## config.mk

```make
export PLATFORM = sky130hd
export DESIGN_NAME = ptp_eth_framer
export DESIGN_NICKNAME = d
export VERILOG_FILES = /design/src/rtl/ptp_eth_framer.sv
export SDC_FILE = /design/constraint.sdc
export NUM_CORES = 1
export LEC_CHECK = 0
export CORE_MARGIN = 3
export CORE_UTILIZATION = 53
export DETAILED_ROUTE_END_ITERATION = 12
export HOLD_SLACK_MARGIN = 0.15
export PLACE_DENSITY = 0.9
export SLEW_MARGIN = 30
export SYNTH_ARGS = -nofsm -noshare
export SYNTH_HDL_FRONTEND = slang
export SYNTH_SLANG_ARGS = --single-unit
```

## constraint.sdc

```tcl
create_clock -name clk -period 3.1 [get_ports clk]
set_clock_uncertainty 0.15 [all_clocks]
set_input_delay 0.62 -clock clk [delete_from_list [all_inputs] [get_ports clk]]
set_output_delay 0.62 -clock clk [all_outputs]
set_load 0.02 [all_outputs]
```

## src/rtl/ptp_eth_framer.sv

```systemverilog
// Wraps PTP messages arriving on an AXI-Stream byte interface into Ethernet frames:
// a fixed 14-byte header, the payload (zero-padded up to MIN_PAYLOAD, cut at MAX_PAYLOAD).
module ptp_eth_framer #(
    parameter logic [47:0] DST_MAC     = 48'h011B19000000,
    parameter logic [47:0] SRC_MAC     = 48'h020000000001,
    parameter logic [15:0] ETHERTYPE   = 16'h88F7,
    parameter int          MIN_PAYLOAD = 46,
    parameter int          MAX_PAYLOAD = 1500
) (
    input  logic        clk,
    input  logic        rst,
    input  logic [7:0]  s_axis_tdata,
    input  logic        s_axis_tvalid,
    output logic        s_axis_tready,
    input  logic        s_axis_tlast,
    output logic [7:0]  m_axis_tdata,
    output logic        m_axis_tvalid,
    input  logic        m_axis_tready,
    output logic        m_axis_tlast,
    output logic        busy,
    output logic [15:0] frame_cnt,
    output logic [7:0]  trunc_cnt,
    output logic [2:0]  dbg_state
);

    // Both ports use AXI-Stream rules: a byte moves only on a rising edge where
    // tvalid and tready are both high; a producer holds its byte until it moves.
    typedef enum logic [2:0] {IDLE, HDR, PAYLOAD, PAD, DROP} state_t;

    localparam logic [10:0]  MIN_CNT   = 11'(MIN_PAYLOAD);
    localparam logic [10:0]  MAX_CNT   = 11'(MAX_PAYLOAD);
    localparam logic [111:0] HDR_BYTES = {DST_MAC, SRC_MAC, ETHERTYPE};

    state_t      state_q, state_d;
    logic [3:0]  hdr_idx_q, hdr_idx_d;
    logic [10:0] cnt_q, cnt_d;
    logic [15:0] frame_cnt_q, frame_cnt_d;
    logic [7:0]  trunc_cnt_q, trunc_cnt_d;
    logic [10:0] cnt_inc;
    logic [7:0]  hdr_byte;

    always_ff @(posedge clk or posedge rst) begin
        if (rst) begin
            state_q     <= IDLE;
            hdr_idx_q   <= 4'd0;
            cnt_q       <= 11'd0;
            frame_cnt_q <= 16'd0;
            trunc_cnt_q <= 8'd0;
        end else begin
            state_q     <= state_d;
            hdr_idx_q   <= hdr_idx_d;
            cnt_q       <= cnt_d;
            frame_cnt_q <= frame_cnt_d;
            trunc_cnt_q <= trunc_cnt_d;
        end
    end

    // Header byte 0 is the top byte of HDR_BYTES; index 13 selects the low byte.
    always_comb begin
        hdr_byte = 8'(HDR_BYTES >> (8'd104 - {1'b0, hdr_idx_q, 3'b000}));
    end

    always_comb begin
        state_d       = state_q;
        hdr_idx_d     = hdr_idx_q;
        cnt_d         = cnt_q;
        frame_cnt_d   = frame_cnt_q;
        trunc_cnt_d   = trunc_cnt_q;
        s_axis_tready = 1'b0;
        m_axis_tvalid = 1'b0;
        m_axis_tdata  = 8'h00;
        m_axis_tlast  = 1'b0;
        cnt_inc       = cnt_q + 11'd1;

        case (state_q)
            IDLE: begin
                hdr_idx_d = 4'd0;
                cnt_d     = 11'd0;
                if (s_axis_tvalid) state_d = HDR;
            end
            HDR: begin
                m_axis_tvalid = 1'b1;
                m_axis_tdata  = hdr_byte;
                if (m_axis_tready) begin
                    if (hdr_idx_q == 4'd13) state_d = PAYLOAD;
                    else hdr_idx_d = hdr_idx_q + 4'd1;
                end
            end
            PAYLOAD: begin
                m_axis_tdata  = s_axis_tdata;
                m_axis_tvalid = s_axis_tvalid;
                s_axis_tready = m_axis_tready;
                // A real upstream tlast wins over the truncation point on the same beat.
                if (s_axis_tlast) m_axis_tlast = s_axis_tvalid && (cnt_inc >= MIN_CNT);
                else              m_axis_tlast = s_axis_tvalid && (cnt_inc == MAX_CNT);
                if (s_axis_tvalid && m_axis_tready) begin
                    cnt_d = cnt_inc;
                    if (s_axis_tlast) begin
                        if (cnt_inc >= MIN_CNT) begin
                            state_d     = IDLE;
                            frame_cnt_d = frame_cnt_q + 16'd1;
                        end else begin
                            state_d = PAD;
                        end
                    end else if (cnt_inc == MAX_CNT) begin
                        state_d     = DROP;
                        frame_cnt_d = frame_cnt_q + 16'd1;
                        if (trunc_cnt_q != 8'hFF) trunc_cnt_d = trunc_cnt_q + 8'd1;
                    end
                end
            end
            PAD: begin
                m_axis_tvalid = 1'b1;
                m_axis_tlast  = (cnt_inc >= MIN_CNT);
                if (m_axis_tready) begin
                    cnt_d = cnt_inc;
                    if (cnt_inc >= MIN_CNT) begin
                        state_d     = IDLE;
                        frame_cnt_d = frame_cnt_q + 16'd1;
                    end
                end
            end
            DROP: begin
                s_axis_tready = 1'b1;
                if (s_axis_tvalid && s_axis_tlast) state_d = IDLE;
            end
            default: state_d = IDLE;
        endcase
    end

    assign busy      = (state_q != IDLE);
    assign frame_cnt = frame_cnt_q;
    assign trunc_cnt = trunc_cnt_q;
    assign dbg_state = state_q;

endmodule

```

After elaboration in Yosys (flattened, before gate mapping) --
Cells that the tools add are included.
Word-level totals: input port bits 13, output and inout bits 39, bits in registers 42, logic and storage cells 72
Cells by class: $add $sub $neg 5, eq/ne operators 16, reduce and logical (&&, ||, !) cells 15, magnitude comparators 1, bitwise logic cells 1, shift-type cells 1, mux-type cells 28
Operators by type and width (count):
- $shr 105x8->8 const A | 1
- $mux 16 | 5
- $pmux 11 s3 | 1
- $pmux 16 s2 | 1
- $mux 3 | 9
- $mux 11 | 2
- $add 16x1->16 const B | 1
- $ne 2x2->1 const B | 8
- $pmux 8 s2 | 1
- $pmux 3 s5 | 1
- $add 11x1->11 const B | 1
- $eq 11x11->1 const B | 1
- $ge 11x6->1 const B | 1
- $add 8x1->8 const B | 1
- $mux 4 | 2
- $ne 8x8->1 const B | 1
- $pmux 4 s2 | 1
- $reduce_and 8->1 | 1
- $sub 7x7->8 const A | 1
- $eq 3x2->1 const B | 2
- $pmux 1 s2 | 3
- $reduce_and 3->1 | 2
- $reduce_bool 3->1 | 2
- $reduce_and 5->1 | 1
- 13 further kinds | 17

Logic depth before layout (Yosys ltp) --
Gate-level depths: netlist of run 1.
word-level depth 6, gate-level depth with buffers 9

Least setup slack after synthesis of run 1 --
OpenSTA, ideal clock, no wires.
path type register to output, start register cnt_q[0], end output m_axis_tlast, setup slack 0.237 ns, stages on the path, launching flop included 7, data arrival time 2.093 ns, data required time 2.330 ns, cells stage by stage dfrtp_1 -> ha_1 -> buf_2 -> a221o_1 -> o21ai_0 -> nand3_1 -> a31oi_1
Between the ends: word-level cells in the longest chain between the ends 5
RTL lines:
- start, declared | RTL line 36 | logic [10:0] cnt_q, cnt_d;
- start signal, assigned | RTL line 52 | cnt_q <= cnt_d;
- $add 11x1->11 (*) | RTL line 73 | cnt_inc = cnt_q + 11'd1;
- $ge 11x6->1 / $eq 11x11->1 (equally long branches) | RTL line 94, 114, 95
- $logic_and 1x1->1 (on tied branches) | RTL line 94, 95
- $mux 1 | RTL line 94 | if (s_axis_tlast) m_axis_tlast = s_axis_tvalid && (cnt_inc >= MIN_CNT);
- $pmux 1 s2 (*) | RTL line 75 | case (state_q)
- end, declared | RTL line 19 | output logic m_axis_tlast,
Every way passes the cells marked *; elsewhere a longest branch is shown, timed or not.

Worst setup path after layout of run 1 --
Same ends and word-level chain as after synthesis.

==> results of run 1 <==
[metrics by stage]
stage	total power, W	utilization	std cells
floorplan	0.00134	-	314
global placement	0.00172	0.725	449
detailed placement	0.00177	0.725	449
CTS	0.00221	0.749	457
global route	0.00235	0.751	457
finish	0.00221	0.751	457
[layer usage]
metal	vias up	global-route usage	share of wire	routed length (um)
met5	-	0	0	0
met4	0	0.0756	0.018	126
met3	17	0.0420	0.059	427
met2	103	0.434	0.51	3660
met1	1308	0.291	0.41	2970
li1	1297	-	-	-
[state kept, by name, summed over array words and instances, names as in the netlist]
signal,cells
dbg_state,3
hdr_idx_q,4
trunc_cnt,8
frame_cnt,16
cnt_q,11
[cell families after synthesis]
group,Yosys count,synth area share
xor gates and xnor gates,28,0.0871
muxes,4,0.0151
buffers and inverters,30,0.0525
AOI/OAI and AO/OA,75,0.184
adders and majority gates,12,0.0534
and+or+nand+nor,123,0.235
DFF,42,0.374
[how the worst min path moves through the flow]
stage / start / endpoint / cells past startpoint
finish: frame_cnt[15] / frame_cnt[15] / 1
global route: frame_cnt[15] / frame_cnt[15] / 1
CTS: frame_cnt[15] / frame_cnt[15] / 1
detailed placement: frame_cnt[15] / frame_cnt[15] / 1
global placement: frame_cnt[15] / frame_cnt[15] / 1
floorplan: cnt_q[10] / cnt_q[10] / 1
[worst max-delay path, cell delays in order, from the launching register on]
cell,delay (ns)
dfrtp_1,0.44
ha_1,0.33
inv_1,0.05
a2111oi_0,0.05
a221o_1,0.29
o21ai_1,0.21
nand3_1,0.12
a31oi_1,0.25
clkdlybuf4s15_2,0.30
[what timing repair did]
action | CTS | global route
cloned | 0 | 0
buffers inserted | 0 | 0
hold endpoints to repair | 0 | 0
endpoints found under the setup margin | 5 | 4
pin swaps | 0 | 0
gates resized for setup | 11 | 4
[where the power goes]
| group | leakage (nW) | switching (W) | total [W] | internal [W] |
|---|---|---|---|---|
| clock network | 0.0563 | 0.000208 | 0.000453 | 0.000245 |
| logic | 1.01 | 0.000596 | 0.00104 | 0.000445 |
| registers | 0.565 | 0.0000998 | 0.000716 | 0.000616 |
[Yosys cell counts, types with 3 or more instances]
cell	instances	area, um^2
a22o_1	5	43.8
xnor2_1	23	201
nor4_1	3	18.8
nand2_1	26	97.6
a31oi_1	6	37.5
nor3_1	4	20.0
and4_1	4	35.0
buf_2	4	20.0
nand3_1	21	105
ha_1	12	150
buf_6	3	33.8
clkbuf_1	7	26.3
o31ai_1	3	22.5
dfrtp_1	42	1050
o21ai_0	28	140
nor2_1	23	86.3
xor2_1	5	43.8
a21o_1	4	30.0
nand4_1	19	119
a21oi_1	12	60.1
and3_1	10	62.6
inv_1	14	52.6
[final cells by class]
class / count / area, um^2
multi-input cells: 242 / 1620
fillers: 359 / 1220
flip-flops and latches: 42 / 1050
repair buffers: 84 / 762
well taps: 67 / 83.8
clock buffers: 5 / 68.8
inverters: 14 / 52.6
clock inverters: 3 / 48.8
==> results.json, run 1 <==
{
  "failed_checks": "setup timing",
  "rows": 25,
  "antenna_found_initial": 0,
  "drc": 0,
  "yosys_warnings": 0,
  "initial_core_util": 0.573,
  "grt_usage": 0.240,
  "vias_per_cell": 5.96,
  "critPathCaptureType": "output pin",
  "drt_iter0_drc": 203,
  "die_area_um2": 6220,
  "die_h_um": 78.9,
  "reg2reg_setup_slack_ns": 0.45,
  "critPathRequiredTime_ns": 2.33,
  "ff2ff_path_depth": 8,
  "path_max_fanout": 5,
  "nets": 414,
  "outcome": "finished, violations left",
  "grt_max_degree": 43,
  "finalWorstSetupSlack_ns": -0.000700,
  "post-place-ws_ns": -0.0965,
  "tns_ns": -0.000700,
  "final_cell_mix": "clkdlybuf4s50_1, dfrtp_1, buf_4, o21ai_0, nand2_1",
  "fin_crit_ns": 3.10,
  "r2r-start": "cnt_q[0]",
  "htree_levels": 2,
  "synth_fp_nets": 339,
  "powerDensity_nw_per_um2": 599,
  "ys_seq_elements": 42,
  "drive_gt1_frac": 0.151,
  "placedInstanceArea_um2": 3560,
  "period_share": 1.00,
  "cp-startpoint": "cnt_q[0]",
  "final_common_cell": "clkdlybuf4s50_1",
  "critPathCapture": "m_axis_tlast",
  "gp_congestion": 0.899,
  "cts.sinks": 42,
  "tightestPinTransition_ns": 0.791,
  "hold_class": "reg2reg",
  "finalSetupViolCount": 1,
  "grt-ovfl-total": 0,
  "cts_tree": "yes",
  "vdd_ir_drop_max_mv": 0.361,
  "avgRoutedWirePerCell_um": 15.7,
  "synth_enable_flop_cells": 0,
  "synthArstFlopShare": 1.00,
  "clockBufferDepth": 2,
  "area_growth_pct": 31.0,
  "yosysSeqAreaShare": 0.373,
  "arrival_ns": 2.33,
  "grt_pass1_wl_um": 12300,
  "clk_latency_ns": 0.30,
  "io_buffers": 51,
  "syn_inst": 314,
  "dp.final_hpwl_um": 5220,
  "path_clk_slew_ns": 0.10,
  "antenna_cells": 0,
  "maxSlewHeadroom": 0.470,
  "power_leakage_nw": 1.63,
  "cts_buffers": 5,
  "routed_wirelength_um": 7180,
  "dieWidth_um": 78.9,
  "avgSynthCellArea_um2": 8.96,
  "final_area_um2": 3690,
  "whs_ns": 0.326,
  "drv_cap": 0,
  "max_freq_mhz": 323,
  "hold_buffers": 0,
  "rsz0062_at_grt": "true",
  "synthesis.area_um2": 2810,
  "timing_hold_violations_final": 0,
  "cts_root_buf": "clkbuf_8",
  "worstSetupStartpointType": "register",
  "core_um2": 4910,
  "drt_pass1_iterations": 5,
  "vias": 2725,
  "yosys.cell_types.count": 49,
  "ys.flop_type": "dfrtp_1",
  "drv_slew": 0,
  "detail-route-antenna-nets": 0,
  "ioPinCount": 52,
  "path_class": "reg2out",
  "grt_pass1_vias": 2695,
  "rr_endpoint": "dbg_state[1]"
}
(Power assumes the default switching activity.)
==> run 2: changes to the inputs <==
Settings changed: CAP_MARGIN from default to 30, TNS_END_PERCENT from default to 20.
Clock period 3.1 ns to 3.4 ns, I/O delays scaled along.
==> run 2 against run 1 <==
Against the previous run: the flow now finishes without violations; power decreased by 11%; flip-flop and latch count unchanged; clock power is 8.2% lower; final cell count shrank 4.2%; final area is 3.6% lower; critical path type unchanged; highest routed layer unchanged.
==> results.json, run 2 (synthesized netlist as in run 1, its figures left out) <==
{
  "gp_congestion": 0.921,
  "arrival_ns": 2.40,
  "rows": 25,
  "grt_pass1_wl_um": 11600,
  "maxSlewHeadroom": 0.392,
  "dieWidth_um": 78.9,
  "hold_class": "reg2reg",
  "path_cells": "ha_1, xor2_2, nor2_1, a21oi_1, o21ai_0, a22o_1, clkdlybuf4s50_1",
  "grt_pass1_vias": 2412,
  "cts_root_buf": "clkbuf_8",
  "vias": 2644,
  "clockBufferDepth": 2,
  "rsz0062_at_grt": "false",
  "period_share": 0.951,
  "outcome": "finished clean",
  "die_h_um": 78.9,
  "drive_gt1_frac": 0.108,
  "final_common_cell": "clkdlybuf4s50_1",
  "drt_pass1_iterations": 5,
  "path_class": "reg2out",
  "final_cell_mix": "clkdlybuf4s50_1, dfrtp_1, o21ai_0, nand2_1",
  "initial_core_util": 0.573,
  "cts.sinks": 42,
  "drc": 0,
  "finalSetupViolCount": 0,
  "antenna_cells": 0,
  "cts_buffers": 5,
  "antenna_found_initial": 0,
  "critPathRequiredTime_ns": 2.57,
  "ioPinCount": 52,
  "core_um2": 4910,
  "postCtsSetupBuffers": 0,
  "tightestPinTransition_ns": 0.908,
  "drt_iter0_drc": 199,
  "cts_tree": "yes",
  "grt-ovfl-total": 0,
  "die_area_um2": 6220,
  "drv_cap": 0,
  "r2r-start": "dbg_state[0]",
  "io_buffers": 51,
  "power_w": 0.00197,
  "min_to": "frame_cnt[15]",
  "dp_cells": 430,
  "powerDensity_nw_per_um2": 554,
  "max_stage_delay_ns": 0.59,
  "avgRoutedWirePerCell_um": 15.6,
  "reg2reg_setup_slack_ns": 0.76,
  "fin_cells": 438,
  "grt_usage": 0.228,
  "routed_wirelength_um": 6850,
  "detail-route-antenna-nets": 0,
  "fin_crit_ns": 3.23,
  "largest_reg_flops": 16,
  "hold_start": "frame_cnt[15]",
  "drv_slew": 0,
  "critPathCaptureType": "output pin",
  "vdd_ir_drop_max_mv": 0.371,
  "ff2ff_path_depth": 5,
  "rr_endpoint": "trunc_cnt[1]",
  "cpMaxStageDelayCell": "clkdlybuf4s50_1",
  "power_leakage_nw": 1.52,
  "dp.final_hpwl_um": 4890,
  "max_freq_mhz": 309,
  "htree_levels": 2,
  "tns_ns": 0,
  "nets": 395,
  "path_clk_slew_ns": 0.09,
  "path_max_fanout": 7,
  "clk_latency_ns": 0.30,
  "grt_max_degree": 43,
  "worstSetupStartpointType": "register",
  "fillCellCount": 374,
  "area_growth_pct": 26.3,
  "hold_path_depth": 1,
  "vias_per_cell": 6.04,
  "timing_hold_violations_final": 0
}
-- run 2: per-stage QoR --
| stage | instance area (um^2) | worst slack, ns | hold slack, ns | utilization |
|---|---|---|---|---|
| floorplan | 2810 | 0.477 | 0.344 | - |
| global route | 3550 | 0.0176 | 0.354 | 0.724 |
| detailed placement | 3420 | 0.0483 | 0.319 | 0.696 |
| CTS | 3540 | 0.0113 | 0.335 | 0.720 |
| global placement | 3420 | 0.132 | 0.313 | 0.696 |
| finish | 3550 | 0.167 | 0.330 | 0.724 |
-- run 2: repair_timing --
action / in CTS / in global routing
hold buffers: 0 / 0
endpoints found under the setup margin: 1 / 8
resized for setup: 2 / 9
endpoints found under the hold margin: 0 / 0
-- run 2: report_power, final --
part           internal (W)  switching, W
clock network      0.000224      0.000193
logic              0.000376      0.000496
registers          0.000561      0.000120
total               0.00116      0.000808
-- run 2: layout make-up --
class	count	area, um^2	area share
flip-flops and latches	42	1050	0.296
inverters	14	52.6	0.0148
well taps	67	83.8	0.0236
clock buffers	5	68.8	0.0194
multi-input cells	242	1630	0.459
repair buffers	65	616	0.173
clock inverters	3	48.8	0.0137
-- run 2: worst max-delay path, delay by kind of cell, from the launching register on --
kind | cells | cell delay [ns]
xor+xnor | 1 | 0.23
compound gates | 3 | 0.35
fa+ha+maj | 1 | 0.27
buf+inv | 1 | 0.59
simple gates | 1 | 0.19
flops | 1 | 0.47
-- run 2: worst max-delay path by stage --
stage / startpoint / endpoint / slack, ns / cells after the start
4_1_cts: hdr_idx_q[2] / m_axis_tdata[3] / 0.01 / 7
3_3_place_gp: s_axis_tlast / m_axis_tlast / 0.13 / 6
6_report: hdr_idx_q[2] / m_axis_tdata[4] / 0.17 / 7
3_5_place_dp: cnt_q[0] / m_axis_tlast / 0.05 / 7
5_1_grt: hdr_idx_q[2] / m_axis_tdata[4] / 0.02 / 7
2_1_floorplan: cnt_q[0] / m_axis_tlast / 0.48 / 6
-- run 2: metal layers --
metal / track usage / vias up / share of wire / routed length (um)
li1: - / 1262 / - / -
met1: 0.291 / 1281 / 0.44 / 3010
met2: 0.401 / 94 / 0.50 / 3400
met3: 0.0408 / 7 / 0.056 / 381
met4: 0.0550 / 0 / 0.0091 / 62
met5: 0 / - / 0 / 0
==> run 3: changes to the inputs <==
Settings changed: CORE_UTILIZATION 53 to 55, DONT_BUFFER_PORTS from default to 1, PLACE_DENSITY 0.9 to 0.79.
==> run 3 against run 2 <==
Against the previous run: critical path depth did not move; largest power group is now registers; die area down 3.4%; non-clock buffer count fell by 59; via count shrank 12%; register-to-register slack got worse by 0.14 ns; fmax grew 0.17%; combinational power fell by 31%; final cell count is 13% lower; wire length is 13% lower.
==> results.json, run 3 (synthesized netlist as in run 1, its figures left out) <==
{
  "outcome": "finished clean",
  "gp_congestion": 0.812,
  "period_share": 0.949,
  "cts_buffers": 5,
  "postCtsSetupBuffers": 0,
  "grt_max_degree": 27,
  "fin_crit_ns": 3.23,
  "cts_tree": "yes",
  "grt_pass1_wl_um": 10500,
  "worstSetupStartpointType": "register",
  "vias": 2337,
  "final_common_cell": "dfrtp_1",
  "rows": 25,
  "drv_cap": 0,
  "whs_ns": 0.191,
  "cts_root_buf": "clkbuf_8",
  "power_leakage_nw": 1.25,
  "io_buffers": 0,
  "finalSetupViolCount": 0,
  "dieWidth_um": 77.5,
  "area_growth_pct": 4.49,
  "initial_core_util": 0.580,
  "antenna_cells": 0,
  "cp-startpoint": "cnt_q[0]",
  "antenna_found_initial": 0,
  "path_clk_slew_ns": 0.09,
  "vias_per_cell": 6.17,
  "grt_usage": 0.210,
  "max_freq_mhz": 310,
  "r2r-start": "cnt_q[0]",
  "hold_class": "in2async",
  "routed_wirelength_um": 5920,
  "maxSlewHeadroom": 0.472,
  "timing_hold_violations_final": 0,
  "nets": 336,
  "tns_ns": 0,
  "fillCellCount": 411,
  "power_w": 0.00167,
  "final_cell_mix": "dfrtp_1, o21ai_0, nand2_1, nor2_1, xnor2_1",
  "grt_pass1_vias": 2282,
  "clockBufferDepth": 2,
  "cts.sinks": 42,
  "drive_gt1_frac": 0.0897,
  "critPathCaptureType": "output pin",
  "detail-route-antenna-nets": 0,
  "drc": 0,
  "grt-ovfl-total": 0,
  "path_class": "reg2out",
  "postLayoutCoreUtil": 0.606,
  "drt_iter0_drc": 245,
  "path_max_fanout": 10,
  "hold_buffers": 0,
  "core_um2": 4850,
  "drt_pass1_iterations": 4,
  "htree_levels": 2,
  "finalWorstSetupSlack_ns": 0.173,
  "reg2reg_setup_slack_ns": 0.62,
  "clk_latency_ns": 0.30,
  "tightestPinTransition_ns": 0.788,
  "vdd_ir_drop_max_mv": 0.265,
  "avgRoutedWirePerCell_um": 15.6,
  "critPathRequiredTime_ns": 2.57,
  "ioPinCount": 52,
  "drv_slew": 0,
  "rsz0062_at_grt": "false",
  "ff2ff_path_depth": 7,
  "die_h_um": 77.5,
  "powerDensity_nw_per_um2": 568,
  "arrival_ns": 2.40,
  "rr_endpoint": "dbg_state[1]",
  "die_area_um2": 6010,
  "largest_reg_flops": 16,
  "post-place-ws_ns": 0.401,
  "dp.final_hpwl_um": 4240
}
==> run 3: repair_timing <==
action,4_1_cts,5_1_grt
endpoints found under the hold margin,0,0
gates resized for setup,0,1
endpoints found under the setup margin,0,1
==> run 3: critical path, cell delays in order (launching register included) <==
cell	delay, ns
dfrtp_1	0.52
ha_1	0.35
a2111oi_0	0.14
a221o_1	0.37
o21ai_1	0.24
nand3_1	0.10
a31oi_1	0.20
buf_4	0.17
==> run 3: final cells by class <==
class	count	area [um^2]	area share
repair buffers	6	45.0	0.0153
well taps	67	83.8	0.0285
clock buffers	5	68.8	0.0234
inverters	14	52.6	0.0179
multi-input cells	242	1620	0.549
flip-flops and latches	42	1050	0.357
clock inverters	3	23.8	0.00809
==> run 3: power breakdown <==
part	internal, W	switching, W	leakage (nW)
Sequential	0.000559	0.000181	0.566
Combinational	0.000208	0.000392	0.638
Clock	0.000147	0.000183	0.0408
Total	0.000914	0.000757	1.25
==> run 3: routing by layer <==
metal,vias up,part of all wire,global-route usage
met5,-,0,0
met4,0,0.0090,0.0676
met3,6,0.059,0.0441
met2,76,0.49,0.351
met1,1115,0.45,0.271
li1,1140,-,-
==> run 3: worst max path at each step <==
stage	end	slack [ns]	cells past startpoint
finish	m_axis_tlast	0.17	7
global route	m_axis_tlast	0.003	7
CTS	m_axis_tlast	0.07	7
detailed placement	m_axis_tlast	0.40	7
global placement	m_axis_tlast	0.49	7
floorplan	m_axis_tlast	0.48	6
==> run 3: per-stage QoR <==
stage / instances / instance area (um^2)
after floorplan: 314 / 2810
after CTS: 379 / 2940
after detailed placement: 371 / 2850
after global placement: 371 / 2850
after global routing: 379 / 2940
final: 379 / 2940
